$ cat src/rtl/pipe_stage_buf_pkg.sv
// Shared types for elastic pipeline-stage registers: FSM state encoding,
// occupancy width and the packed payload layouts of the stage boundaries.
package pipe_pkg;

    typedef enum logic [1:0] {
        PS_EMPTY = 2'd0,
        PS_FULL  = 2'd1,
        PS_SKID  = 2'd2
    } pipe_state_e;

    localparam int OCC_W = 2;

    // ID/EX boundary: 160 bits, the default stage width.
    typedef struct packed {
        logic [31:0] pc;
        logic [29:0] control;
        logic [31:0] rs1_val;
        logic [31:0] rs2_val;
        logic [31:0] imm;
        logic        predict;
        logic        invalid;
    } id_ex_payload_t;

    typedef struct packed {
        logic [31:0] pc;
        logic [15:0] control;
        logic [31:0] result;
        logic [31:0] store_data;
        logic [4:0]  rd;
        logic        invalid;
    } ex_mem_payload_t;

endpackage

$ cat src/rtl/pipe_stage_buf.sv
// Elastic pipeline-stage register with valid/ready handshake and 2-entry skid
// buffer. Optional PIPE_STAGE_ZERO_ON_FLUSH_EN clears payload on flush/drain.
module pipe_stage_buf
    import pipe_pkg::*;
#(
    parameter int                DATA_W  = 160,
    parameter logic [DATA_W-1:0] RST_VAL = '0
) (
    input  logic              clk,
    input  logic              rst,
    input  logic              in_valid,
    output logic              in_ready,
    input  logic [DATA_W-1:0] in_data,
    output logic              out_valid,
    input  logic              out_ready,
    output logic [DATA_W-1:0] out_data,
    input  logic              flush,
    output logic [OCC_W-1:0]  occupancy
);

    pipe_state_e       state_q, state_d;
    logic [DATA_W-1:0] main_data_q, main_data_d;
    logic [DATA_W-1:0] skid_data_q, skid_data_d;
    logic              in_fire, out_fire;

    assign in_fire  = in_valid & in_ready;
    assign out_fire = out_valid & out_ready;
    assign out_data = main_data_q;

    // Handshake outputs decode straight from the state register, so ready never
    // depends combinationally on out_ready.
    always_comb begin
        out_valid = 1'b0;
        in_ready  = 1'b1;
        occupancy = '0;
        case (state_q)
            PS_FULL: begin
                out_valid = 1'b1;
                occupancy = OCC_W'(1);
            end
            PS_SKID: begin
                out_valid = 1'b1;
                in_ready  = 1'b0;
                occupancy = OCC_W'(2);
            end
            default: ;
        endcase
    end

    always_comb begin
        state_d     = state_q;
        main_data_d = main_data_q;
        skid_data_d = skid_data_q;
        case (state_q)
            PS_EMPTY: begin
                if (in_fire) begin
                    state_d     = PS_FULL;
                    main_data_d = in_data;
                end
            end
            PS_FULL: begin
                if (in_fire && out_fire) begin
                    main_data_d = in_data;
                end else if (in_fire) begin
                    state_d     = PS_SKID;
                    skid_data_d = in_data;
                end else if (out_fire) begin
                    state_d = PS_EMPTY;
`ifdef PIPE_STAGE_ZERO_ON_FLUSH_EN
                    main_data_d = RST_VAL;
`endif
                end
            end
            PS_SKID: begin
                if (out_fire) begin
                    state_d     = PS_FULL;
                    main_data_d = skid_data_q;
                end
            end
            default: state_d = PS_EMPTY;
        endcase

        // A beat leaving this cycle still completes; everything else is dropped.
        if (flush) begin
            state_d = PS_EMPTY;
`ifdef PIPE_STAGE_ZERO_ON_FLUSH_EN
            main_data_d = RST_VAL;
            skid_data_d = RST_VAL;
`endif
        end
    end

    always_ff @(posedge clk or posedge rst) begin
        if (rst) begin
            state_q     <= PS_EMPTY;
            main_data_q <= RST_VAL;
            skid_data_q <= RST_VAL;
        end else begin
            state_q     <= state_d;
            main_data_q <= main_data_d;
            skid_data_q <= skid_data_d;
        end
    end

endmodule

$ cat config.mk
export PLATFORM = sky130hd
export DESIGN_NAME = pipe_stage_buf
export DESIGN_NICKNAME = d
export VERILOG_FILES = /design/src/rtl/pipe_stage_buf_pkg.sv /design/src/rtl/pipe_stage_buf.sv
export SDC_FILE = /design/constraint.sdc
export NUM_CORES = 1
export LEC_CHECK = 0
export CORE_ASPECT_RATIO = 1.75
export CORE_MARGIN = 1
export CORE_UTILIZATION = 65
export DETAILED_ROUTE_END_ITERATION = 10
export DONT_BUFFER_PORTS = 1
export PLACE_DENSITY = 0.81
export SKIP_LAST_GASP = 1
export SLEW_MARGIN = 40
export SYNTH_ARGS = -nofsm -noshare
export SYNTH_HDL_FRONTEND = slang
export SYNTH_SLANG_ARGS = --single-unit
$ cat constraint.sdc
create_clock -name clk -period 35.1 [get_ports clk]
set_input_delay 10.53 -clock clk [delete_from_list [all_inputs] [get_ports clk]]
set_output_delay 10.53 -clock clk [all_outputs]
set_load 0.005 [all_outputs]
==> Yosys cells after proc, flatten, opt, wreduce, memory -nomap -nowiden <==
Index checks and enable logic that the tools add are counted.
{ "totals": {"memories": 0, "romBits": 0, "inputBits": 165, "word_cells": 36, "out_inout_bits": 164, "ff_bits": 322, "latch_bits": 0, "ramBits": 0} }
{ "op_classes": {"order_cmp": 0, "addsub": 0, "mul": 0, "shifts": 0, "n_mux": 14, "div_mod_pow": 0, "eq_ne": 9, "n_reduce_logical": 7, "bitwise": 3} }
{ "ops": {"columns": ["cell", "n"], "rows": [
  ["two-way mux 160 bit", 3],
  ["case mux 160 bit (3 select lines)", 1],
  ["two-way mux 2 bit", 6],
  ["!= test 3 bit, second input constant", 3],
  ["AND reduction 4 bit", 2],
  ["!= test 2 bit, second input constant", 3],
  ["case mux 2 bit (3 select lines)", 1],
  ["!= test 4 bit, second input constant", 1],
  ["case mux 2 bit (2 select lines)", 1],
  ["AND reduction 3 bit", 1],
  ["nonzero test 3 bit", 1],
  ["AND 1 bit", 2],
  ["== test 2 x 1 -> 1 bit, second input constant", 1],
  ["== test 2 bit, second input constant", 1],
  ["logical NOT 2 bit", 1],
  ["two-way mux 1 bit", 2],
  ["OR reduction 2 bit", 1],
  ["logical AND 1 bit", 1],
  ["NOT 1 bit", 1]
]} }

==> Logic depth before layout (Yosys ltp) <==
Gate-level depths: netlist (run 1).
{ "logic_depth": {"ltp_word": 9, "depth_mapped": 7, "mapped_depth_nobuf": 5} }

==> Least setup slack after synthesis (run 1) <==
No wires, ideal clock.
{ "synth_timing": {"path_kind": "register -> output", "startpoint": "register state_q[0]", "endpoint": "output port in_ready", "path_stages_with_launch": 6, "setup_slack_ps": 23217, "arrival_ps": 1353, "t_required_ps": 24570, "n_path_buf": 2, "path_cell_list": "dfrtp_1 -> inv_1 -> ha_1 -> buf_2 -> buf_1 -> inv_1"} }
{ "synth_between": {"elab_chain_cells": 2} }
{ "synth_lines": {"columns": ["element", "line", "source"], "rows": [
  ["from (decl)", "pipe_stage_buf.sv:21", "pipe_state_e state_q, state_d;"],
  ["from (signal assigned)", "pipe_stage_buf.sv:99", "state_q <= state_d;"],
  ["== test 2 bit", "pipe_stage_buf.sv:36", "case (state_q)"],
  ["two-way mux 1 bit", "pipe_stage_buf.sv:36", null],
  ["to (decl)", "pipe_stage_buf.sv:12", "output logic in_ready,"]
]} }
Every way passes these cells.

==> Final worst setup path (run 1) <==
{ "layout_timing": {"startpoint": "register state_q[0]", "endpoint": "output port occupancy[1]"} }
{ "layout_between": {"elab_chain_cells": 2, "elab_cells_between_ends": 3, "classes_between": "2 x eq/ne; 1 x mux"} }
{ "layout_lines": {"columns": ["element", "line", "source"], "rows": [
  ["== test 2 bit or == test 2 x 1 -> 1 bit (tied branches)", "pipe_stage_buf.sv:36", null],
  ["case mux 2 bit (2 select lines) (*)", "pipe_stage_buf.sv:36", null],
  ["to (decl)", "pipe_stage_buf.sv:18", "output logic [OCC_W-1:0] occupancy"]
]} }
Every way passes the cells marked *; elsewhere a longest branch is shown, timed or not.

==> results of run 1 <==
==> layout by cell type, fill, tap and decap left out, drive strengths merged <==
master	count
a21o	1
nand4bb	2
mux2	480
inv	5
nand2	2
nor2	1
nand3	1
diode	1
a211oi	2
nand4b	1
nor4	1
clkinv	7
and4	1
or3b	1
clkinvlp	1
dfrtp	322
bufinv	1
a31oi	2
nand2b	2
clkbuf	41
ha	5
o211ai	1
nand4	1
nor2b	2
buf	8
a21bo	1
a2111oi	1
==> how the worst max path moves through the flow <==
| stage | endpoint | depth (start not counted) | slack, ps |
|---|---|---|---|
| after floorplan | out_data[0]$_DFFE_PP0P_ | 1 | 15660 |
| after CTS | occupancy[1] | 3 | 22250 |
| after detailed placement | skid_data_q[11]$_DFFE_PP0P_ | 4 | 22730 |
| final | occupancy[1] | 3 | 22330 |
| after global placement | occupancy[1] | 3 | 22640 |
| after global routing | occupancy[1] | 3 | 22180 |
==> metrics by stage <==
stage               cell area, um^2  worst slack (ps)  std cells   util  power, mW
floorplan                     14000             15660        887      -      0.987
global placement              14100             22640       1094  0.672       1.05
detailed placement            14200             22730       1094  0.673       1.09
CTS                           15000             22250       1143  0.715       1.39
global route                  15100             22180       1146  0.718       1.45
finish                        15100             22330       1146  0.718       1.38
==> logic make-up (layout without fill, tap and decap cells) <==
logic type	count (synthesis)	in the layout	synth area share
buffers and inverters	57	63	0.0199
AO/OA/AOI/OAI	8	8	0.00475
adder cells (fa/ha/maj)	5	5	0.00448
AND/OR/NAND/NOR	15	15	0.00734
other	0	1	0
flip-flops	322	322	0.577
multiplexers	480	480	0.387
==> flip-flops by register name (all words and copies together), names as in the netlist <==
signal and count:
skid_data_q 160, state_q 2, out_data 160
==> synthesized netlist by cell type, drive strengths merged <==
master / instances / share of area
nand4b: 1 / 0.00063
dfrtp: 322 / 0.58
nand3: 1 / 0.00036
clkbuf: 17 / 0.0048
a21o: 1 / 0.00054
nor4: 1 / 0.00045
o211ai: 1 / 0.00090
nand2b: 2 / 0.00090
nor2b: 2 / 0.00090
inv: 5 / 0.0013
nor2: 1 / 0.00027
a2111oi: 1 / 0.00063
a211oi: 2 / 0.0011
mux2: 480 / 0.39
buf: 35 / 0.014
a31oi: 2 / 0.00090
nand2: 2 / 0.00054
ha: 5 / 0.0045
a21bo: 1 / 0.00072
nand4bb: 2 / 0.0016
or3b: 1 / 0.00063
and4: 1 / 0.00063
nand4: 1 / 0.00045
==> per-layer routing <==
layer,global-route usage,vias to the layer above
met2,0.444,269
li1,-,3145
met4,0.115,0
met3,0.0871,67
met5,0,-
met1,0.268,3707
==> critical path: stages (launching register included) <==
cell and delay (ps):
dfrtp_1 450, inv_1 150, ha_4 440, buf_6 640
==> cell type report <==
type	instances	area, um^2	area share
Antenna cell	1	2.50	0.000166
Clock buffer	40	795	0.0527
Clock inverter	9	72.6	0.00481
Inverter	5	31.3	0.00207
Multi-Input combinational cell	508	5670	0.376
Sequential cell	322	8060	0.534
Tap cell	252	315	0.0209
Timing Repair Buffer	9	141	0.00937
==> where the power goes <==
part	switching (mW)	internal, mW	total, mW
logic	0.157	0.229	0.386
registers	0.135	0.566	0.700
clock network	0.127	0.164	0.290
==> impl_metrics.tcl, run 1 <==
set metrics [dict create \
    status "completed" \
    layout-drive-gt1-share 0.451 \
    r2r_start "state_q[0]$_DFFE_PP0P_" \
    start_util 0.665 \
    dieArea_um2 22100 \
    yosys_register_bits 322 \
    worst_skew_pair.late_latency_ps 520 \
    cts_resized 0 \
    max_slew_margin 0.444 \
    ant_nets 0 \
    synth_cell_types 28 \
    grt_antenna_before_repair 1 \
    overflow 0 \
    ys_seq_area_frac 0.577 \
    hold_path_class "flip-flop to flip-flop" \
    hold_path_end "skid_data_q[74]$_DFFE_PP0P_" \
    clk_pin_slew_ps 70 \
    die_h_um 196 \
    routedWlPerCell_um 24.3 \
    hold_buffers 0 \
    drtIter0Drc 269 \
    highest-signal-layer "met4" \
    core_area_um2 21000 \
    drt_wl_total_um 27900 \
    globalplace.congestion 0.760 \
    min_from "skid_data_q[74]$_DFFE_PP0P_" \
    clock_skew_ps 14.4 \
    grt_pass1_wl_um 43300 \
    critPathKind "flip-flop to output port" \
    ctsHtreeMaxLevel 1 \
    finalHoldViolCount 0 \
    met1_length_um 9370 \
    leakage_nw 6.33 \
    critPathLaunch "state_q[0]$_DFFE_PP0P_" \
    timing.rr.end "out_data[20]$_DFFE_PP0P_" \
    syn_area_per_cell_um2 15.8 \
    synth_area_um2 14000 \
    p_per_area_nw_per_um2 91.3 \
    die_x_um 113 \
    drc 0 \
    syn2layout_area_growth_pct 7.97 \
    num_vias 7188 \
    wl_met3_um 2590 \
    tightestPinTransition_ps 834 \
    met2WireLength_um 14600 \
    reg2regPathDepth 8 \
    io_pins 329 \
    rows 70 \
    fin_crit_sh 0.364 \
    nFillCells 1341 \
    worstSetupStartpointType "flip-flop" \
    via_per_inst 6.27 \
    worstSetupEndpointType "output port" \
    syn_nets 1057 \
    cts-root-buf "clkbuf_16" \
    yosys_warnings 0 \
    final_nets 1043 \
    first_pass_iters 4 \
    cp.required_ps 24570 \
    vdd_drop_max_mv 0.0595 \
    hpwlAfterDp_um 19000 \
    cts_tree "built" \
    drv_slew 0 \
    finalSetupViolCount 0 \
    fin_crit_ps 12770 \
    final.setup.tns_ps 0 \
    reg2reg_slack_ps 31550 \
    fin_hold_ws_ps 500 \
    hold_depth 1 \
    clkSinkCount 322 \
    first_global_vias 8038 \
    grt_max_degree 161 \
    clk_path_buf_depth 3 \
    port_buffers 0 \
    post_cts_buffers 0 \
    syn-instance-count 887 \
    cts_buffers 27 \
    grt_setup_unrepaired "no" \
    fmax_mhz 78.3 \
    maxCapViolCount 0 \
    critPathMaxFanout 87 \
    grt_util_all_layers 0.251 \
    crit_arrival_ps 2240 \
]
(Power assumes the default switching activity.)
==> run 2: changes to the inputs <==
--- a/config.mk
+++ b/config.mk
@@ -7,10 +7,10 @@
 export LEC_CHECK = 0
 export CORE_ASPECT_RATIO = 1.75
 export CORE_MARGIN = 1
-export CORE_UTILIZATION = 65
+export CORE_UTILIZATION = 57
 export DETAILED_ROUTE_END_ITERATION = 10
 export DONT_BUFFER_PORTS = 1
-export PLACE_DENSITY = 0.81
+export PLACE_DENSITY = 0.75
 export SKIP_LAST_GASP = 1
 export SLEW_MARGIN = 40
 export SYNTH_ARGS = -nofsm -noshare
==> constraint.sdc (replaced) <==
create_clock -name clk -period 11.05 [get_ports clk]
set_input_delay 3.315 -clock clk [delete_from_list [all_inputs] [get_ports clk]]
set_output_delay 3.315 -clock clk [all_outputs]
set_load 0.005 [all_outputs]
==> impl_metrics.tcl, run 2 (same netlist as run 1, synthesis figures left out) <==
set metrics [dict create \
    switching_share 0.297 \
    final_nets 1047 \
    final_common_cell "mux2_2" \
    critPathMaxFanout 57 \
    final_cell_mix "mux2_2 (344), dfrtp_1 (322), mux2_1 (136)" \
    hpwlAfterDp_um 19300 \
    cts_buffers 29 \
    drc 0 \
    layout-drive-gt1-share 0.452 \
    fin_crit_sh 0.536 \
    cp.required_ps 7740 \
    critPathKind "flip-flop to output port" \
    maxCapViolCount 0 \
    combPwrFrac 0.272 \
    rows 75 \
    fin_util 0.638 \
    finalHoldViolCount 0 \
    via_per_inst 6.05 \
    clockPowerShare 0.237 \
    worstSetupEndpointType "output port" \
    first_pass_iters 4 \
    first_global_vias 8198 \
    die_x_um 120 \
    fin_crit_ps 5930 \
    core_area_um2 24000 \
    finalSetupViolCount 0 \
    placed_area_um2 14300 \
    cp_common_cell "inv_1" \
    routedWlPerCell_um 23.6 \
    globalplace.congestion 0.768 \
    leakage_nw 6.40 \
    ctsHtreeMaxLevel 1 \
    worstSetupStartpointType "flip-flop" \
    cts-root-buf "clkbuf_16" \
    dieArea_um2 25200 \
    clkSinkCount 322 \
    totalPowerFinal_mw 4.54 \
    ant_nets 0 \
    crit_path_max_incr_delay_ps 740 \
    hold_buffers 0 \
    p_seq_frac 0.491 \
    fmax_mhz 169 \
    nFillCells 1724 \
    clk_pin_slew_ps 60 \
    max_slew_margin 0.462 \
    die_h_um 209 \
    seqCellArea_um2 8060 \
    final.setup.tns_ps 0 \
    p_int_mw 3.19 \
    drtIter0Drc 305 \
    path_cells "inv_1 -> ha_4 -> buf_4 -> inv_1" \
    vdd_drop_max_mv 0.174 \
    fin_hold_ws_ps 499 \
    n_antenna_cell 0 \
    clk_path_buf_depth 3 \
    io_pins 329 \
    clock_skew_ps 7.31 \
    p_per_area_nw_per_um2 296 \
    num_vias 7282 \
    worst_slack_ps 5120 \
    grt_antenna_before_repair 0 \
    overflow 0 \
    cp_slowest_cell "buf_4" \
    final_area_um2 15300 \
    grt_max_degree 173 \
    port_buffers 0 \
    cts_tree "built" \
    drv_slew 0 \
    multi_input_area_um2 5670 \
    instances_no_fill 1204 \
    start_util 0.582 \
    post_cts_buffers 0 \
    cp_top_family "buffers and inverters" \
    tightestPinTransition_ps 808 \
    grt_util_all_layers 0.227 \
    drt_wl_total_um 28400 \
    cts_resized 0 \
    hold_path_class "flip-flop to flip-flop" \
    dp_slack_ps 5680 \
    grt_setup_unrepaired "no" \
    power_switching_mw 1.35 \
    grt_pass1_wl_um 44700 \
    dp.cells 1153 \
    status "completed" \
    crit_buf_inv 3 \
    syn2layout_area_growth_pct 9.64 \
    crit_arrival_ps 2610 \
    worst_skew_pair.late_latency_ps 530 \
]
## run 2: metal layers
| metal | share of wire | up-vias | GRT usage |
|---|---|---|---|
| met5 | 0 | - | 0 |
| met4 | 0.052 | 0 | 0.118 |
| met3 | 0.094 | 81 | 0.0734 |
| met2 | 0.52 | 311 | 0.395 |
| met1 | 0.33 | 3740 | 0.242 |
| li1 | - | 3150 | - |
## run 2: final timing paths
kind,slack (ps),end,start,cells past startpoint
worst max-delay path,5120,in_ready,state_q[0]$_DFFE_PP0P_,4
worst min-delay path,500,skid_data_q[111]$_DFFE_PP0P_,skid_data_q[111]$_DFFE_PP0P_,1
worst max register to register,7590,out_data[5]$_DFFE_PP0P_,state_q[0]$_DFFE_PP0P_,6
worst min register to register,500,skid_data_q[111]$_DFFE_PP0P_,skid_data_q[111]$_DFFE_PP0P_,1
max in group asynchronous,6860,skid_data_q[149]$_DFFE_PP0P_,rst,4
min in group asynchronous,2810,skid_data_q[76]$_DFFE_PP0P_,rst,2
## run 2: power groups by stage
stage                     Clock, mW  Sequential (mW)  Combinational (mW)
after detailed placement          0             2.25                1.25
after global routing           1.14             2.30                1.35
after CTS                      1.11             2.23                1.26
after floorplan                   0             2.06                1.07
final                          1.08             2.23                1.23
after global placement            0             2.20                1.15
## run 2: area by class of cell
cell class / count / share of cell area
inverters: 5 / 0.00147
multi-input cells: 508 / 0.370
clock buffers: 39 / 0.0518
clock inverters: 11 / 0.0152
repair buffers: 11 / 0.0103
well taps: 308 / 0.0252
flip-flops and latches: 322 / 0.526
## run 2: worst reg2reg max path, delay by kind of cell, from the launching register on
kind | cells | cell delay [ps]
adders and majority gates | 1 | 560
DFF | 1 | 440
muxes | 2 | 810
buffers and inverters | 3 | 1530
==> run 3: changes to the inputs <==
--- a/config.mk
+++ b/config.mk
@@ -7,10 +7,10 @@
 export LEC_CHECK = 0
 export CORE_ASPECT_RATIO = 1.75
 export CORE_MARGIN = 1
-export CORE_UTILIZATION = 57
+export CORE_UTILIZATION = 63
 export DETAILED_ROUTE_END_ITERATION = 10
 export DONT_BUFFER_PORTS = 1
-export PLACE_DENSITY = 0.75
+export PLACE_DENSITY = 0.79
 export SKIP_LAST_GASP = 1
 export SLEW_MARGIN = 40
 export SYNTH_ARGS = -nofsm -noshare
==> constraint.sdc (replaced) <==
create_clock -name clk -period 6.2 [get_ports clk]
set_input_delay 1.86 -clock clk [delete_from_list [all_inputs] [get_ports clk]]
set_output_delay 1.86 -clock clk [all_outputs]
set_load 0.005 [all_outputs]
==> impl_metrics.tcl, run 3 (same netlist as run 1, synthesis figures left out) <==
set metrics [dict create \
    path_cells "inv_1 -> ha_4 -> buf_12 -> buf_4" \
    cts_tree "built" \
    grt_max_degree 161 \
    maxCapViolCount 0 \
    cts_resized 0 \
    die_h_um 199 \
    grt_setup_unrepaired "no" \
    grt_pass1_wl_um 43600 \
    num_vias 7194 \
    grt_antenna_before_repair 0 \
    multi_input_area_um2 5670 \
    core_area_um2 21600 \
    r2r_start "state_q[0]$_DFFE_PP0P_" \
    nFillCells 1429 \
    fmax_mhz 230 \
    p_per_area_nw_per_um2 522 \
    dp.cells 1136 \
    critPathKind "flip-flop to output port" \
    fin_util 0.709 \
    fin_crit_sh 0.700 \
    reg2reg_slack_ps 2750 \
    seqCellArea_um2 8060 \
    rows 71 \
    worstSetupStartpointType "flip-flop" \
    finalSetupViolCount 0 \
    drc 0 \
    post_cts_buffers 0 \
    cp_top_family "buffers and inverters" \
    routedWlPerCell_um 23.8 \
    cp.required_ps 4340 \
    crit_path_max_incr_delay_ps 620 \
    final_nets 1047 \
    dp_slack_ps 2240 \
    layout-drive-gt1-share 0.454 \
    port_buffers 0 \
    n_antenna_cell 0 \
    fin_crit_ps 4340 \
    cts-root-buf "clkbuf_16" \
    start_util 0.647 \
    syn2layout_area_growth_pct 9.55 \
    drtIter0Drc 249 \
    max_slew_margin 0.508 \
    via_per_inst 6.06 \
    globalplace.congestion 0.791 \
    reg2regPathDepth 9 \
    clk_path_buf_depth 3 \
    die_x_um 115 \
    clock_skew_ps 11.0 \
    io_pins 329 \
    hpwlAfterDp_um 19300 \
    first_pass_iters 4 \
    clk_pin_slew_ps 70 \
    finalHoldViolCount 0 \
    final.setup.tns_ps 0 \
    totalPowerFinal_mw 7.99 \
    overflow 0 \
    tightestPinTransition_ps 738 \
    final_area_um2 15300 \
    timing.rr.end "out_data[49]$_DFFE_PP0P_" \
    leakage_nw 6.41 \
    final_common_cell "mux2_2" \
    critPathCapture "occupancy[1]" \
    drt_wl_total_um 28300 \
    clkSinkCount 322 \
    hold_buffers 0 \
    instances_no_fill 1187 \
    cp_slowest_cell "buf_4" \
    hold_path_class "flip-flop to flip-flop" \
    crit_arrival_ps 2480 \
    worst_slack_ps 1860 \
    worst_skew_pair.late_latency_ps 540 \
    dieArea_um2 22800 \
    grt_util_all_layers 0.248 \
    fin_hold_ws_ps 499 \
    vdd_drop_max_mv 0.350 \
    drv_slew 0 \
    ant_nets 0 \
    cp_num_cells 4 \
    worstSetupEndpointType "output port" \
    crit_buf_inv 3 \
    critPathLaunch "state_q[0]$_DFFE_PP0P_" \
    status "completed" \
    final_cell_mix "mux2_2 (344), dfrtp_1 (322), mux2_1 (136)" \
    cts_buffers 28 \
    placed_area_um2 14300 \
    critPathMaxFanout 53 \
    first_global_vias 8099 \
    ctsHtreeMaxLevel 1 \
]
run 3: changes by cell type in the layout (fill, tap and decap cells not counted), sizes merged:
cell,change
bufinv,-3
clkinv,+1
buf,+1
inv,+1
clkinvlp,-1
run 3: worst min path at each step:
stage | from | to | slack (ps) | depth (start not counted)
after floorplan | skid_data_q[0]$_DFFE_PP0P_ | skid_data_q[0]$_DFFE_PP0P_ | 470 | 1
after global placement | skid_data_q[92]$_DFFE_PP0P_ | skid_data_q[92]$_DFFE_PP0P_ | 480 | 1
after detailed placement | skid_data_q[109]$_DFFE_PP0P_ | skid_data_q[109]$_DFFE_PP0P_ | 490 | 1
after CTS | skid_data_q[115]$_DFFE_PP0P_ | skid_data_q[115]$_DFFE_PP0P_ | 500 | 1
after global routing | skid_data_q[117]$_DFFE_PP0P_ | skid_data_q[117]$_DFFE_PP0P_ | 510 | 1
final | skid_data_q[109]$_DFFE_PP0P_ | skid_data_q[109]$_DFFE_PP0P_ | 500 | 1
run 3: layout make-up:
type	instances	area share
flip-flops and latches	322	0.526
multi-input cells	508	0.370
clock buffers	39	0.0531
well taps	292	0.0239
repair buffers	12	0.0147
clock inverters	9	0.00989
inverters	5	0.00147
run 3: where the power goes:
group / internal (mW) / total (mW) / switching (mW)
Combinational: 1.31 / 2.21 / 0.899
Sequential: 3.20 / 3.97 / 0.770
Clock: 1.08 / 1.81 / 0.732
Total: 5.59 / 7.99 / 2.40
run 3: routing by layer:
layer | global-route usage | wire length, um | vias up
li1 | - | - | 3167
met1 | 0.261 | 9490 | 3679
met2 | 0.426 | 14500 | 274
met3 | 0.0938 | 2840 | 74
met4 | 0.134 | 1460 | 0
met5 | 0 | 0 | -
